$ cat src/rtl/usb_rx_pkg.sv
// Shared types and default timing constants for the USB receive path.
package usb_rx_pkg;

    typedef enum logic [1:0] {
        IDLE = 2'd0,
        ARM  = 2'd1,
        RUN  = 2'd2,
        ERR  = 2'd3
    } rx_timer_state_t;

    localparam int unsigned USB_BITS_PER_BYTE = 8;
    localparam int unsigned USB_CLKS_PER_BIT  = 8;
    localparam int unsigned USB_SAMPLE_PHASE  = 3;
    localparam int unsigned USB_MAX_RUN_BITS  = 7;

endpackage

$ cat src/rtl/usb_rx_timing_ctrl.sv
// USB RX bit-timing controller: edge-aligned sample phase, data-bit counter and
// no-transition watchdog producing shift_enable / byte_received strobes.
module usb_rx_timing_ctrl
    import usb_rx_pkg::*;
#(
    parameter int unsigned CLKS_PER_BIT = USB_CLKS_PER_BIT,
    parameter int unsigned SAMPLE_PHASE = USB_SAMPLE_PHASE,
    parameter int unsigned MAX_RUN_BITS = USB_MAX_RUN_BITS
) (
    input  logic       clk,
    input  logic       n_rst,
    input  logic       enable_timer,
    input  logic       d_edge,
    input  logic       stuff_detect,
    output logic       shift_enable,
    output logic       byte_received,
    output logic [2:0] bit_index,
    output logic       sync_error
);

    localparam int unsigned PhaseW = $clog2(CLKS_PER_BIT);

    localparam logic [PhaseW-1:0] PhaseSample = PhaseW'(SAMPLE_PHASE);
    localparam logic [PhaseW-1:0] PhaseLast   = PhaseW'(CLKS_PER_BIT - 1);
    localparam logic [PhaseW-1:0] PhaseOne    = PhaseW'(1);
    localparam logic [2:0]        RunMax      = 3'(MAX_RUN_BITS);
    localparam logic [2:0]        IdxLast     = 3'(USB_BITS_PER_BYTE - 1);

    rx_timer_state_t   state_q, state_d;
    logic [PhaseW-1:0] phase_q, phase_d;
    logic [2:0]        bit_index_q, bit_index_d;
    logic [2:0]        run_cnt_q, run_cnt_d;
    logic              byte_q, byte_d;
    logic              sync_err_q, sync_err_d;
    logic              sample;

    assign sample = (state_q == RUN) && (phase_q == PhaseSample);

    always_comb begin
        state_d     = state_q;
        phase_d     = phase_q;
        bit_index_d = bit_index_q;
        run_cnt_d   = run_cnt_q;
        byte_d      = 1'b0;
        sync_err_d  = sync_err_q;

        if (!enable_timer) begin
            state_d     = IDLE;
            phase_d     = '0;
            bit_index_d = '0;
            run_cnt_d   = '0;
            sync_err_d  = 1'b0;
        end else begin
            unique case (state_q)
                IDLE: begin
                    state_d     = ARM;
                    phase_d     = '0;
                    bit_index_d = '0;
                    run_cnt_d   = '0;
                    sync_err_d  = 1'b0;
                end
                ARM: begin
                    phase_d     = '0;
                    bit_index_d = '0;
                    run_cnt_d   = '0;
                    sync_err_d  = 1'b0;
                    // The arming edge is phase 0 of the first bit.
                    if (d_edge) begin
                        state_d = RUN;
                        phase_d = PhaseOne;
                    end
                end
                RUN: begin
                    if (d_edge) begin
                        phase_d   = PhaseOne;
                        run_cnt_d = '0;
                    end else if (phase_q == PhaseLast) begin
                        phase_d = '0;
                    end else begin
                        phase_d = phase_q + 1'b1;
                    end

                    if (sample) begin
                        if (!d_edge && (run_cnt_q == RunMax)) begin
                            // Watchdog trip: this sample is discarded.
                            state_d    = ERR;
                            sync_err_d = 1'b1;
                        end else begin
                            if (!d_edge) begin
                                run_cnt_d = run_cnt_q + 1'b1;
                            end
                            if (!stuff_detect) begin
                                bit_index_d = bit_index_q + 1'b1;
                                byte_d      = (bit_index_q == IdxLast);
                            end
                        end
                    end
                end
                ERR: begin
                    sync_err_d = 1'b1;
                end
                default: begin
                    state_d = IDLE;
                end
            endcase
        end
    end

    always_ff @(posedge clk or negedge n_rst) begin
        if (!n_rst) begin
            state_q     <= IDLE;
            phase_q     <= '0;
            bit_index_q <= '0;
            run_cnt_q   <= '0;
            byte_q      <= 1'b0;
            sync_err_q  <= 1'b0;
        end else begin
            state_q     <= state_d;
            phase_q     <= phase_d;
            bit_index_q <= bit_index_d;
            run_cnt_q   <= run_cnt_d;
            byte_q      <= byte_d;
            sync_err_q  <= sync_err_d;
        end
    end

    assign shift_enable  = sample;
    assign byte_received = byte_q;
    assign bit_index     = bit_index_q;
    assign sync_error    = sync_err_q;

endmodule

$ cat config.mk
export PLATFORM = sky130hd
export DESIGN_NAME = usb_rx_timing_ctrl
export DESIGN_NICKNAME = d
export VERILOG_FILES = /design/src/rtl/usb_rx_pkg.sv /design/src/rtl/usb_rx_timing_ctrl.sv
export SDC_FILE = /design/constraint.sdc
export NUM_CORES = 1
export LEC_CHECK = 0
export CAP_MARGIN = 0
export CORE_MARGIN = 2
export CORE_UTILIZATION = 52
export DETAILED_ROUTE_END_ITERATION = 8
export PLACE_DENSITY = 0.82
export REMOVE_ABC_BUFFERS = 1
export SETUP_SLACK_MARGIN = 0.3
export SYNTH_ARGS = -nofsm -noshare
export SYNTH_HDL_FRONTEND = slang
export SYNTH_SLANG_ARGS = --single-unit
$ cat constraint.sdc
create_clock -name clk -period 2.08 [get_ports clk]
set_input_delay 0.52 -clock clk [delete_from_list [all_inputs] [get_ports clk]]
set_output_delay 0.52 -clock clk [all_outputs]
set_load 0.05 [all_outputs]
==> results by group <==
Synth
  – Top FF cell, synth: dfrtp_1
  – Synth cell count leaders: 13 x dfrtp_1, 10 x ha_1, 7 x nand2_1, 6 x inv_1, 5 x a21oi_1
  – Yosys reg bits: 13
  – Largest cells by area after synthesis: dfrtp_1 40%, ha_1 15%, mux2i_1 3.7%
  – Synth top area share: 39.8%
  – Post-synthesis sequential area ratio: 39.8%
  – Post-synthesis cell type count: 33
  – Syn Area/Cell: 10.1 sq um
  – Post-synth EDFFs: 0
  – Cells after synthesis: 81
  – Post-Synthesis Cell Area: 818 sq um
  – Yosys synthesis warning count: 0
  – Most frequent cell after synthesis: dfrtp_1
  – Largest area contributor in the netlist: dfrtp_1
  – Ys async rst share: 100%

Run status
  – Status: completed

STA
  – F_max: 0.527 GHz
  – Final Hold Viols: 0
  – # setup viols final: 0
  – Worst-Margin Slew: 617 ps
  – Final Skew: 10.7 ps
  – Slew Viols, Final: 0
  – Minimum clock period after layout: 1900 ps
  – Fin crit share: 91.3%
  – Total negative slack: 0 ps
  – RSZ-0062 raised after global routing: yes
  – Slew headroom: 58.8%

Finish
  – Diode count: 0
  – Final Non-Filler Cells: 116
  – Share of cells above drive strength 1: 21.0%
  – Nets: 116
  – Layout area overhead: 29.4%

Placement
  – Port buffer count: 10
  – Placed Cells: 107
  – DP HPWL: 1.32 mm
  – GP Congestion: 0.813

Die
  – Die W: 43.7 um
  – Starting density of the core: 55.0%
  – Die area: 1910 sq um
  – Ports: 11
  – Core Region: 1490 sq um
  – Number of core rows: 14
  – Die height: 43.7 um

Critical path
  – Required @ worst endpoint: 1560 ps
  – Crit start category: flop
  – Worst Setup Path Type: reg -> out
  – Reg-to-Reg Start: run_cnt_q[0]
  – Critical Path Max Stage Delay: 440 ps
  – CP Max Fanout: 4
  – Most used cell along the critical path: ha_4
  – Reg2reg setup slack: 360 ps
  – RR Endpoint: bit_index[0]
  – Crit-path cells: ha_4 > ha_4 > nand2_4 > inv_4 > buf_12
  – R2r worst-path depth: 5
  – CP Data Arrival Time: 1380 ps
  – Worst Setup End Kind: primary output
  – Critical path's slowest cell: dfrtp_1

Detailed routing
  – DR vias: 707
  – Detailed Route WL: 1.98 mm
  – Drt pass-1 iters: 4
  – Detailed Route Iter0 Violations: 20
  – Avg WL per Cell: 17.0 um
  – Vias/cell: 6.09
  – Post-route ant nets: 0
  – DRC viols: 0

Clocking
  – Htree depth: 1
  – Clk slew on worst S/H paths: 90 ps
  – Root buffer cell: clkbuf_4
  – CTS Buf Count: 3
  – CTS tree: yes
  – Clk sinks: 13
  – Maximum clock path buffer count: 2
  – Hold Buf Count CTS: 0
  – Worst-Skew Late Latency: 300 ps

Power and ir drop
  – Internal power: 488 uW
  – P_leak: 0.513 nW
  – Switching share of total power: 37.1%
  – Power Dens Cells: 734 nW/um^2
  – Psw: 289 uW
  – IR drop worst, VDD: 0.000442 V
  – Reg power frac: 39.3%
  – Clock share of power: 21.8%
  – Comb pwr share: 38.8%

Global routing
  – Tot GR Track Use: 20.4%
  – GRT overflow: 0
  – Vias in the first global route: 667
  – Antenna violations before repair: 0
  – Largest net degree at the start of global routing: 14
  – First-pass GRT wire length: 2.84 mm

Worst hold path
  – Hold crit path type: reg -> reg
  – Depth of the worst hold-timing path: 2
  – Worst Hold End: phase_q[2]
  – Worst Hold Launch: phase_q[2]

Job
  – Max-Cap Viols: 0
## through the flow
stage | setup slack (ps) | utilization, % | power, mW | instance area (sq um) | hold WS [ps]
after floorplan | 252 | - | 0.481 | 793 | 224
after global placement | 247 | 64.0 | 0.552 | 953 | 490
after detailed placement | 205 | 64.0 | 0.566 | 953 | 511
after CTS | 96.2 | 66.6 | 0.728 | 991 | 530
after global routing | 178 | 71.1 | 0.807 | 1060 | 555
final | 181 | 71.1 | 0.777 | 1060 | 521
## sequential cells by signal (all words and copies together), names as in the netlist
register	cells
bit_index	3
phase_q	3
run_cnt_q	3
byte_received	1
state_q	2
sync_error	1
## layout make-up
| class | count | area, sq um |
|---|---|---|
| Clock buffer | 4 | 26.3 |
| Tap cell | 16 | 20.0 |
| Multi-Input combinational cell | 58 | 490 |
| Timing Repair Buffer | 19 | 171 |
| Fill cell | 106 | 430 |
| Sequential cell | 13 | 325 |
| Inverter | 6 | 25.0 |
## worst max-delay path, delay by kind of cell (launching register included)
family	cells	cell delay (ps)
flip-flops	1	440
adder cells (fa/ha/maj)	2	380
AND/OR/NAND/NOR	1	80
buffers and inverters	2	180
## kinds of logic after synthesis
logic type / share of synthesized area [%]
and+or+nand+nor: 19.4
AOI/OAI and AO/OA: 16.1
DFF: 39.8
buffers and inverters: 5.81
adders and majority gates: 15.3
muxes: 3.67
## power groups by stage
stage / Combinational [mW] / Sequential [mW] / Clock, mW
CTS: 0.262 / 0.301 / 0.165
global placement: 0.247 / 0.305 / 0
floorplan: 0.167 / 0.314 / 0
finish: 0.302 / 0.306 / 0.170
global route: 0.326 / 0.308 / 0.172
detailed placement: 0.262 / 0.305 / 0
## routing by layer
| layer | share of wire [%] | track usage [%] | vias to the layer above |
|---|---|---|---|
| met5 | 0 | 0 | - |
| met4 | 2.4 | 10.9 | 0 |
| met3 | 3.9 | 2.92 | 7 |
| met2 | 51 | 33.5 | 18 |
| met1 | 43 | 25.9 | 345 |
| li1 | - | - | 337 |
## repair_timing
item	CTS	global route
pin swaps	0	3
endpoints found under the setup margin	8	2
resized for setup	10	5
setup buffers	0	5
## worst max path at each step
stage / from / end / cells after the start
6_report: phase_q[1] / shift_enable / 5
5_1_grt: phase_q[1] / shift_enable / 5
4_1_cts: phase_q[0] / shift_enable / 5
3_5_place_dp: d_edge / state_q[0] / 4
3_3_place_gp: d_edge / state_q[0] / 4
2_1_floorplan: state_q[0] / shift_enable / 4
## cell usage in the layout (no fill, tap or decap), drive strengths merged, types with 2 or more instances in the layout
cell,count
o21ai,4
clkbuf,4
dlygate4sd2,5
a21oi,5
buf,10
inv,6
nor2,2
ha,10
nand3,2
o21a,2
o311a,2
nand2,7
clkdlybuf4s50,4
mux2i,3
nand2b,2
nor4b,3
dfrtp,13
nor2b,2
Power figures use the tool's default switching activity.
